===== src/rtl/demux1xn_fc.sv =====
// 1-to-N demultiplexer: routes each accepted word to the downstream FIFO chosen by select; optional push counters (DEMUX_STATS_EN).
// Latency: one cycle from acceptance to the push strobe and output data; held words push one cycle after full[target] clears.
// Backpressure: a full target parks the word in a one-entry hold register and drops ready_in until that target frees up.
module demux1xn_fc #(
    parameter int DATA_W = 10,
    parameter int N_OUT  = 4,
    parameter int SEL_W  = 2,
    parameter int CNT_W  = 8
) (
    input  logic                    clk,
    input  logic                    reset,
    input  logic [DATA_W-1:0]       in,
    input  logic                    valid_in,
    input  logic [SEL_W-1:0]        select,
    input  logic [N_OUT-1:0]        full,
    output logic                    ready_in,
    output logic [N_OUT*DATA_W-1:0] out,
    output logic [N_OUT-1:0]        push,
    output logic                    sel_err,
    output logic [N_OUT*CNT_W-1:0]  push_cnt
);

    typedef enum logic [0:0] {
        PASS  = 1'b0,
        STALL = 1'b1
    } state_t;

    state_t              state_q, state_d;
    logic [DATA_W-1:0]   hold_dat_q, hold_dat_d;
    logic [SEL_W-1:0]    hold_sel_q, hold_sel_d;
    logic [DATA_W-1:0]   out_q [N_OUT];
    logic [DATA_W-1:0]   out_d [N_OUT];
    logic [N_OUT-1:0]    push_q, push_d;
    logic                sel_err_q, sel_err_d;

    // One-hot decodes of the incoming and held selects; an all-zero
    // in_oh means the select points past the last channel.
    logic [N_OUT-1:0]    in_oh;
    logic [N_OUT-1:0]    hold_oh;
    logic                in_sel_ok;
    logic                in_tgt_full;
    logic                hold_tgt_full;

    // Decode select fields and look up only the targeted channel's full flag
    always_comb begin
        in_oh   = '0;
        hold_oh = '0;
        for (int k = 0; k < N_OUT; k++) begin
            in_oh[k]   = (select     == SEL_W'(k));
            hold_oh[k] = (hold_sel_q == SEL_W'(k));
        end
        in_sel_ok     = |in_oh;
        in_tgt_full   = |(in_oh & full);
        hold_tgt_full = |(hold_oh & full);
    end

    // Next-state logic: route, discard, park, or drain the held word
    always_comb begin
        state_d    = state_q;
        hold_dat_d = hold_dat_q;
        hold_sel_d = hold_sel_q;
        out_d      = out_q;
        push_d     = '0;
        sel_err_d  = 1'b0;
        case (state_q)
            PASS: begin
                if (valid_in) begin
                    if (!in_sel_ok) begin
                        // Nowhere to deliver it: drop and flag.
                        sel_err_d = 1'b1;
                    end else if (!in_tgt_full) begin
                        push_d = in_oh;
                        for (int k = 0; k < N_OUT; k++) begin
                            if (in_oh[k]) begin
                                out_d[k] = in;
                            end
                        end
                    end else begin
                        // Target full: keep the word and stop upstream.
                        hold_dat_d = in;
                        hold_sel_d = select;
                        state_d    = STALL;
                    end
                end
            end
            STALL: begin
                // Upstream is ignored here; only the held target matters.
                if (!hold_tgt_full) begin
                    push_d = hold_oh;
                    for (int k = 0; k < N_OUT; k++) begin
                        if (hold_oh[k]) begin
                            out_d[k] = hold_dat_q;
                        end
                    end
                    state_d = PASS;
                end
            end
            default: begin
                state_d = PASS;
            end
        endcase
    end

    // State, hold register and registered outputs
    always_ff @(posedge clk or negedge reset) begin
        if (!reset) begin
            state_q    <= PASS;
            hold_dat_q <= '0;
            hold_sel_q <= '0;
            push_q     <= '0;
            sel_err_q  <= 1'b0;
            for (int k = 0; k < N_OUT; k++) begin
                out_q[k] <= '0;
            end
        end else begin
            state_q    <= state_d;
            hold_dat_q <= hold_dat_d;
            hold_sel_q <= hold_sel_d;
            push_q     <= push_d;
            sel_err_q  <= sel_err_d;
            for (int k = 0; k < N_OUT; k++) begin
                out_q[k] <= out_d[k];
            end
        end
    end

    // ready_in comes from the state flop alone, so it never depends on same-cycle full
    assign ready_in = (state_q == PASS);
    assign push     = push_q;
    assign sel_err  = sel_err_q;

    // Flatten per-channel output data
    always_comb begin
        out = '0;
        for (int k = 0; k < N_OUT; k++) begin
            out[k*DATA_W +: DATA_W] = out_q[k];
        end
    end

`ifdef DEMUX_STATS_EN
    logic [CNT_W-1:0] cnt_q [N_OUT];
    logic [CNT_W-1:0] cnt_d [N_OUT];

    // Saturating per-channel push counters, bumped for each emitted push strobe
    always_comb begin
        for (int k = 0; k < N_OUT; k++) begin
            cnt_d[k] = cnt_q[k];
            if (push_q[k] && (cnt_q[k] != {CNT_W{1'b1}})) begin
                cnt_d[k] = cnt_q[k] + CNT_W'(1);
            end
        end
    end

    // Counter flops, cleared only by reset
    always_ff @(posedge clk or negedge reset) begin
        if (!reset) begin
            for (int k = 0; k < N_OUT; k++) begin
                cnt_q[k] <= '0;
            end
        end else begin
            for (int k = 0; k < N_OUT; k++) begin
                cnt_q[k] <= cnt_d[k];
            end
        end
    end

    // Flatten counters onto the output bus
    always_comb begin
        push_cnt = '0;
        for (int k = 0; k < N_OUT; k++) begin
            push_cnt[k*CNT_W +: CNT_W] = cnt_q[k];
        end
    end
`else
    assign push_cnt = '0;
`endif

endmodule


===== config.mk =====
export PLATFORM = sky130hd
export DESIGN_NAME = demux1xn_fc
export DESIGN_NICKNAME = d
export VERILOG_FILES = /design/src/rtl/demux1xn_fc.sv
export SDC_FILE = /design/constraint.sdc
export NUM_CORES = 1
export LEC_CHECK = 0
export ABC_AREA = 1
export CAP_MARGIN = 10
export CORE_MARGIN = 5
export CORE_UTILIZATION = 45
export CTS_CLUSTER_DIAMETER = 200
export CTS_CLUSTER_SIZE = 20
export DETAILED_ROUTE_END_ITERATION = 12
export GPL_ROUTABILITY_DRIVEN = 0
export GPL_TIMING_DRIVEN = 0
export PLACE_DENSITY = 0.79
export SKIP_CTS_REPAIR_TIMING = 1
export SLEW_MARGIN = 20
export SYNTH_ARGS = -nofsm -noshare
export SYNTH_HDL_FRONTEND = slang
export SYNTH_SLANG_ARGS = --single-unit

===== constraint.sdc =====
create_clock -name clk -period 1.95 [get_ports clk]
set_clock_uncertainty 0.05 [all_clocks]
set_input_delay 0.39 -clock clk [delete_from_list [all_inputs] [get_ports clk]]
set_output_delay 0.39 -clock clk [all_outputs]
set_load 0.1 [all_outputs]

==> results.md, run 1 <==
- Status: completed
- Synth top area cells: dfrtp_1 51%, nand2_1 13%, buf_4 8.5%, nand3_1 7.9%, buf_6 2.4%
- Reg clk slew, reported paths: around 60 ps
- Final worst-path cycle share: a little over nine tenths
- Final Max Tran Viols: 0
- Cell taking the most area after synthesis: dfrtp_1
- Max Clk Rate: about 0.53 GHz
- Most common cell in the netlist: nand2_1
- FF/Latch Area: roughly 1500 um2
- Max Root-Sink Buffers: 2
- Data required, critical path: 1510 ps
- Antenna-violating nets left: 0
- CTS tree: yes
- Post-Route WL: 7400 um
- Sequential share of the synthesized area: 51.06%
- Routed wl met3: between 600 and 700 um
- Die W: about 89 um
- Area growth syn-to-layout: 42.21%
- Synthesized area: ~2800 um2
- DR vias: 2,516
- Asr flop ratio synth: between 90% and 100%
- Drt wl/cell: ~14 um
- Tightest Pin Transition: 994.3 ps
- Die area: ~8000 um2
- Cells after Synth: around 330
- Fin cells: between 500 and 600
- Met2 WL: 3672 um
- Highest Signal Layer: met4
- FILL cells: between 500 and 600
- Syn. warnings: 0
- Global-route wire length before repair: roughly 11,000 um
- Crit start category: flip-flop
- GRT Util Overall: 19.33%
- Drt pass-1 iters: 5
- Multi-input logic area: between 1000 and 1500 um2
- Critical path buffers and inverters: 1
- Crit path time final: 1895 ps
- Residual DRC count: 0
- HP Class: in -> async
- Port Buffers: 64
- Fin Hold WS: between 50 and 60 ps
- Slowest CP cell: dlymetal6s2s_1
- Die Ht: between 80 and 90 um
- Hold Vio Cnt, Final: 0
- Hpwl dp: 5056 um
- Num CTS Buffers: 9
- # rows: 29
- Placed insts: roughly 500
- Worst setup EP type: output port
- Post-synth top area share: ~50%
- Ys flop type: dfrtp_1
- RSZ-0062 raised after global routing: false
- Core box area: approximately 6200 um2
- Final setup viols: 0
- CP Cell Sequence: dlymetal6s2s_1
- CP delay by family, top: buffers and inverters
- Initial DRC Count: about 200
- Total global routing overflow: 0
- Nets: about 450
- Clk Tree Root Cell: clkbuf_8
- Max Cap Viol: 0
- N_diodes: 0
- CP Class: reg -> out
- Crit path DAT: 1460 ps
- Avg Inst Size Synth: approximately 8.7 um2
- I/O Pins: 97
- Largest net degree at the start of global routing: 59
- Initial Util: roughly 46%
- Library cells used by synthesis: 22
- Largest stage delay, worst path: about 760 ps
- EDFF count, synth: 0
- H-tree levels: 3
- Via/cell ratio: between 4 and 5
- CTS sink cnt: 58
- Vias in the first global route: around 2.4k
- Skew-Pair Late Insertion Delay: 330 ps
- Worst Path Max Fanout: 2
- Commonest cells post-synth: 102 x nand2_1, 58 x dfrtp_1, 45 x nand3_1
- Worst slew margin: approximately a third
- Layout cells sized above 1: 20.45%
- #FFs+latches synth: between 50 and 60
- Metal-1 WL: roughly 3000 um
- Initial antenna violation count: 0
[final cells by class]
cell class,count,area share [%]
sequential,58,35.90
multi-input combinational,239,27.14
timing repair buffer,64,18.04
buffer,48,8.914
clock buffer,11,3.745
clock inverter,5,2.476
tap,77,2.383
inverter,15,1.393
[per-stage QoR]
step,cell area [um2],setup slack (ps),util [%],TNS [ps]
after floorplan,2963,369.0,-,0
after global placement,3700,-1283,59.28,-79070
after detailed placement,3697,-473.8,59.24,-6854
after CTS,3949,-849.6,63.27,-15690
after global routing,4043,2.866,64.78,0
final,4043,54.66,64.78,0
[path summary, 6_finish.rpt]
check                      cells after the start  slack [ps]  endpoint     from
max in group asynchronous                      1        1300   out[24]    reset
max                                            1          50   out[10]  out[10]
min in group clk                               2         460   out[22]  out[22]
min reg2reg                                    2         460   out[22]  out[22]
min                                            1          60    out[1]    reset
max reg2reg                                    5         280    out[2]  state_q
[placed cells by master (no fill, tap or decap), drive strengths merged]
master,n
conb,33
clkbuf,15
o21ai,24
clkinv,2
buf,49
dlymetal6s2s,42
nand4,11
nor2,6
inv,15
dfrtp,58
nand2,110
nor3,6
nand3,48
a21oi,1
bufinv,3
clkdlybuf4s50,17
[routing by layer]
layer / vias up / GRT usage (%)
li1: 1214 / -
met3: 12 / 6.267
met1: 1180 / 25.63
met5: - / 0
met4: 0 / 6.225
met2: 110 / 30.14
[sequential cells by signal, summed over array words and instances (netlist names)]
signal	flops
hold_dat_q	10
sel_err	1
out	40
push	4
state_q	1
hold_sel_q	2
[cell families (layout without fill, tap and decap cells)]
logic type,after synthesis,in the layout,synth area share [%]
DFF,58,58,51.06
and+or+nand+nor,181,181,29.71
AOI/OAI and AO/OA,25,25,4.533
buffers and inverters,63,143,14.57
other,1,33,0.1319
Power of run 1 is not shown: default switching activity piles up to over one toggle a cycle in this logic, so the estimate is an artifact.
==> run 2, diff against run 1 <==
--- a/config.mk
+++ b/config.mk
@@ -5,7 +5,6 @@
 export SDC_FILE = /design/constraint.sdc
 export NUM_CORES = 1
 export LEC_CHECK = 0
-export ABC_AREA = 1
 export CAP_MARGIN = 10
 export CORE_MARGIN = 5
 export CORE_UTILIZATION = 45
@@ -14,7 +13,7 @@
 export DETAILED_ROUTE_END_ITERATION = 12
 export GPL_ROUTABILITY_DRIVEN = 0
 export GPL_TIMING_DRIVEN = 0
-export PLACE_DENSITY = 0.79
+export PLACE_DENSITY = 0.8
 export SKIP_CTS_REPAIR_TIMING = 1
 export SLEW_MARGIN = 20
 export SYNTH_ARGS = -nofsm -noshare
==> run 2 against run 1 <==
Core utilization rose by 0.91 points. Highest routed layer unchanged. Wire length shrank 22%. Maximum frequency decreased by 0.58%. Non-clock buffer count is 9 lower. Global-route usage down 3.8 points. Critical endpoint is now hold_dat_q[3].
==> results.md, run 2 <==
- Syn. warnings: 0
- Antenna-violating nets left: 0
- Max Clk Rate: 0.5246 GHz
- Hold Vio Cnt, Final: 0
- Residual DRC count: 0
- Asr flop ratio synth: between 90% and 100%
- Tightest Pin Transition: approximately 1000 ps
- Crit path DAT: 2060 ps
- Synth top area cells: dfrtp_1 53%, mux2_2 22%, buf_4 8.8%, mux2_4 5.0%, buf_6 1.2%
- Total global routing overflow: 0
- Initial antenna violation count: 0
- Reg clk slew, reported paths: roughly 60 ps
- Post-synth top area share: between 50% and 60%
- Global-route wire length before repair: approximately 8900 um
- # rows: 28
- Commonest non-fill, non-tap cell in the layout: dfrtp_1
- Num CTS Buffers: 9
- Crit start category: input pin
- #FFs+latches synth: between 50 and 60
- Worst Path Max Fanout: 10
- Hpwl dp: approximately 4000 um
- Drt wl/cell: 15.74 um
- Initial DRC Count: 29
- Status: completed
- HP Class: in -> async
- Clk Tree Root Cell: clkbuf_8
- Most common cell in the netlist: dfrtp_1
- FILL cells: around 460
- Skew-Pair Late Insertion Delay: 310 ps
- Die W: 87.73 um
- Initial Util: between 40 and 50%
- Core box area: around 5900 um2
- Commonest cells post-synth: 58 x dfrtp_1, 54 x mux2_2, 32 x buf_4
- Synthesized area: 2719 um2
- CP Class: in -> reg
- Data required, critical path: approximately 2100 ps
- Final worst slack: 43.63 ps
- Placed Area: between 3000 and 4000 um2
- Fin cells: around 370
- Fin Setup TNS: 0 ps
- Final Max Tran Viols: 0
- Library cells used by synthesis: 24
- CTS tree: yes
- Fin area: between 3000 and 4000 um2
- Die area: between 7000 and 8000 um2
- H-tree levels: 3
- Layout cells sized above 1: a little over two fifths
- Vias in the first global route: between 1.5k and 2k
- Cell taking the most area after synthesis: dfrtp_1
- Cells after Synth: about 180
- DR vias: ~1.7k
- Port Buffers: 63
- Largest net degree at the start of global routing: about 60
- Crit path time final: around 1900 ps
- Nets: 309
- Sequential share of the synthesized area: ~53%
- GRT Util Overall: 15.53%
- N_diodes: 0
- RSZ-0062 raised after global routing: false
- Max Root-Sink Buffers: 2
- Placed insts: 354
- Dpl ws: -508.3 ps
- Avg Inst Size Synth: around 15 um2
- Max reg flops: 40
- Most frequent cells in the layout: 58 x dfrtp_1, 54 x mux2_2, 47 x dlymetal6s2s_1
- CTS sink cnt: 58
- I/O Pins: just under 100
- Via/cell ratio: 4.549
- Post-Route WL: a little under 6000 um
- Die Ht: around 88 um
- Area growth syn-to-layout: 42.20%
- Max Cap Viol: 0
- Ys flop type: dfrtp_1
- Worst setup EP type: flip-flop
- Final worst-path cycle share: 97.76%
- Final setup viols: 0
- EDFF count, synth: 0
- Drt pass-1 iters: 4
- Worst slew margin: roughly a third
run 2: cell count changes in the layout (fill, tap and decap cells not counted), moves of 9 or more:
cell | before | now
nand2_1 | 102 | 3
o21ai_0 | 12 | 0
nand4_1 | 10 | 0
inv_1 | 11 | 1
o21ai_1 | 11 | 0
mux2_2 | 0 | 54
mux2_4 | 0 | 9
nand3_1 | 45 | 1
run 2: per-stage QoR:
step / util, % / hold slack [ps]
2_1_floorplan: - / 44.41
3_3_place_gp: 60.54 / 431.1
3_5_place_dp: 60.50 / 436.5
4_1_cts: 63.75 / 90.65
5_1_grt: 65.69 / 138.4
6_report: 65.69 / 81.23
run 2: layout make-up:
class                           count  area, um2  share of cell area, %
Inverter                            1      3.754                0.09709
Buffer                             40      322.8                  8.350
Clock buffer                       11      151.4                  3.916
Multi-Input combinational cell    117       1060                  27.41
Sequential cell                    58       1451                  37.54
Timing Repair Buffer               63      743.2                  19.22
Clock inverter                      3      40.04                  1.036
Tap cell                           75      93.84                  2.427
run 2: path summary, 6_finish.rpt:
| kind | startpoint | end | slack, ps | cells past startpoint |
|---|---|---|---|---|
| setup / recovery | full[0] | hold_dat_q[3] | 40 | 5 |
| hold / removal | reset | out[6] | 80 | 1 |
| setup reg to reg | state_q | out[9] | 150 | 5 |
| hold reg to reg | hold_dat_q[2] | hold_dat_q[2] | 450 | 1 |
| max in group asynchronous | reset | out[24] | 1300 | 1 |
| min in group clk | select[1] | hold_sel_q[1] | 310 | 2 |
run 2: logic make-up after synthesis:
family / count (synthesis) / synth area share [%]
AOI/OAI and AO/OA: 6 / 1.749
buffers and inverters: 41 / 12.01
DFF: 58 / 53.38
muxes: 65 / 29.13
other: 1 / 0.1379
and+or+nand+nor: 13 / 3.589
run 2: critical path, stage by stage:
cell	delay, ps
clkdlybuf4s50_1	510
mux4_2	510
nand2_2	130
buf_6	170
mux2_2	350
run 2: layer usage:
| metal | wire length, um | vias up | share of wire, % | track usage (%) |
|---|---|---|---|---|
| li1 | - | 790 | - | - |
| met1 | 2418 | 821 | 42 | 19.17 |
| met2 | 2948 | 58 | 51 | 25.48 |
| met3 | 348 | 5 | 6.0 | 3.857 |
| met4 | 76 | 0 | 1.3 | 7.531 |
| met5 | 0 | - | 0 | 0 |
Power of run 2 is left out for the same reason.
==> run 3, diff against run 2 <==
--- a/config.mk
+++ b/config.mk
@@ -5,6 +5,7 @@
 export SDC_FILE = /design/constraint.sdc
 export NUM_CORES = 1
 export LEC_CHECK = 0
+export ABC_CLOCK_PERIOD_IN_PS = 1950
 export CAP_MARGIN = 10
 export CORE_MARGIN = 5
 export CORE_UTILIZATION = 45
@@ -13,6 +14,7 @@
 export DETAILED_ROUTE_END_ITERATION = 12
 export GPL_ROUTABILITY_DRIVEN = 0
 export GPL_TIMING_DRIVEN = 0
+export MAX_ROUTING_LAYER = met4
 export PLACE_DENSITY = 0.8
 export SKIP_CTS_REPAIR_TIMING = 1
 export SLEW_MARGIN = 20
==> run 3 against run 2 <==
Critical endpoint unchanged. Core utilization stayed put. Non-clock buffer count stayed put. Setup slack better by 1.2 ps. Via count is 0.54% higher. First-iteration DRC count is 21% lower. Maximum frequency hardly changed. Sequential cell count stayed put. Register-to-register slack hardly changed. Wire length is 0.47% lower. Final cell count stayed put. Highest routed layer unchanged. Worst hold slack hardly changed. Die area stayed put.
==> results.md, run 3 (synthesis results as in run 2) <==
- Largest net degree at the start of global routing: just under 60
- Post-Route WL: between 5000 and 6000 um
- Worst reg2reg path depth: 5
- Reg2Reg Launch Point: state_q
- R2R Path End: out[9]
- Initial DRC Count: 23
- Residual DRC count: 0
- Final setup viols: 0
- Worst Path Max Fanout: 10
- Placed Area: between 3000 and 4000 um2
- Crit path time final: about 1900 ps
- Worst setup EP type: flip-flop
- Total global routing overflow: 0
- Clk Tree Root Cell: clkbuf_8
- Antenna-violating nets left: 0
- HP Class: in -> async
- Core box area: 5886 um2
- Die W: between 80 and 90 um
- Commonest non-fill, non-tap cell in the layout: dfrtp_1
- H-tree levels: 3
- Num CTS Buffers: 9
- Hpwl dp: 4007 um
- Reg2Reg Setup Slack: roughly 150 ps
- Initial antenna violation count: 0
- I/O Pins: between 90 and 100
- Initial Util: 46.19%
- Status: completed
- Layout cells sized above 1: a little over two fifths
- Global-route wire length before repair: 8942 um
- Fin area: a little under 4000 um2
- GRT Util Overall: between 10% and 20%
- Die area: just under 8000 um2
- Max reg flops: 40
- Fin Setup TNS: 0 ps
- Crit start category: input pin
- Max Cap Viol: 0
- DR vias: approximately 1.7k
- N_diodes: 0
- # rows: 28
- Drt wl/cell: 15.67 um
- Port Buffers: 63
- CP Class: in -> reg
- Data required, critical path: between 2000 and 2500 ps
- Nets: 309
- Max Root-Sink Buffers: 2
- Max Clk Rate: between 0.5 and 0.6 GHz
- Skew-Pair Late Insertion Delay: approximately 320 ps
- Final worst-path cycle share: around 100%
- Tightest Pin Transition: ~1000 ps
- Crit path DAT: between 2000 and 2500 ps
- RSZ-0062 raised after global routing: false
- Fin Hold WS: just over 80 ps
- Die Ht: ~88 um
- Crit path from: full[0]
- Most frequent cells in the layout: 58 x dfrtp_1, 54 x mux2_2, 47 x dlymetal6s2s_1
- Final Max Tran Viols: 0
- CTS tree: yes
- Vias in the first global route: about 1.7k
- Via/cell ratio: roughly 4.6
- Worst slew margin: around a third
- Drt pass-1 iters: 4
- Hold Vio Cnt, Final: 0
- CP endpoint: hold_dat_q[3]
- CTS sink cnt: between 50 and 60
- Reg clk slew, reported paths: roughly 60 ps
- Area growth syn-to-layout: 42.20%
run 3: per-layer routing:
layer / global-route usage, % / part of all wire (%)
met1: 19.29 / 41
met3: 3.387 / 6.0
met4: 7.531 / 1.3
met2: 25.68 / 51
met5: - / 0
run 3: cell type report:
type	count	area [um2]
buffer	40	322.8
clock buffer	11	151.4
clock inverter	3	40.04
fill	455	2019
inverter	1	3.754
multi-input combinational	117	1060
sequential	58	1451
tap	75	93.84
timing repair buffer	63	743.2
run 3: critical path, cell delays in order:
cell             delay [ps]
clkdlybuf4s50_1         510
mux4_2                  510
nand2_2                 130
buf_6                   170
mux2_2                  350
run 3: how the worst min path moves through the flow:
stage                       start             to  cells after the start
finish                      reset         out[6]                      1
global route                reset         out[6]                      1
CTS                         reset        out[16]                      1
detailed placement  hold_dat_q[2]  hold_dat_q[2]                      1
global placement    hold_dat_q[4]  hold_dat_q[4]                      1
floorplan                   reset  hold_dat_q[0]                      0
run 3: per-stage QoR:
step / std cells / setup WS (ps) / utilization, %
3_3_place_gp: 354 / -1342 / 60.54
2_1_floorplan: 216 / 179.9 / -
5_1_grt: 368 / 5.401 / 65.69
6_report: 368 / 44.83 / 65.69
3_5_place_dp: 354 / -508.3 / 60.50
4_1_cts: 368 / -747.1 / 63.75
Power of run 3 is left out for the same reason.
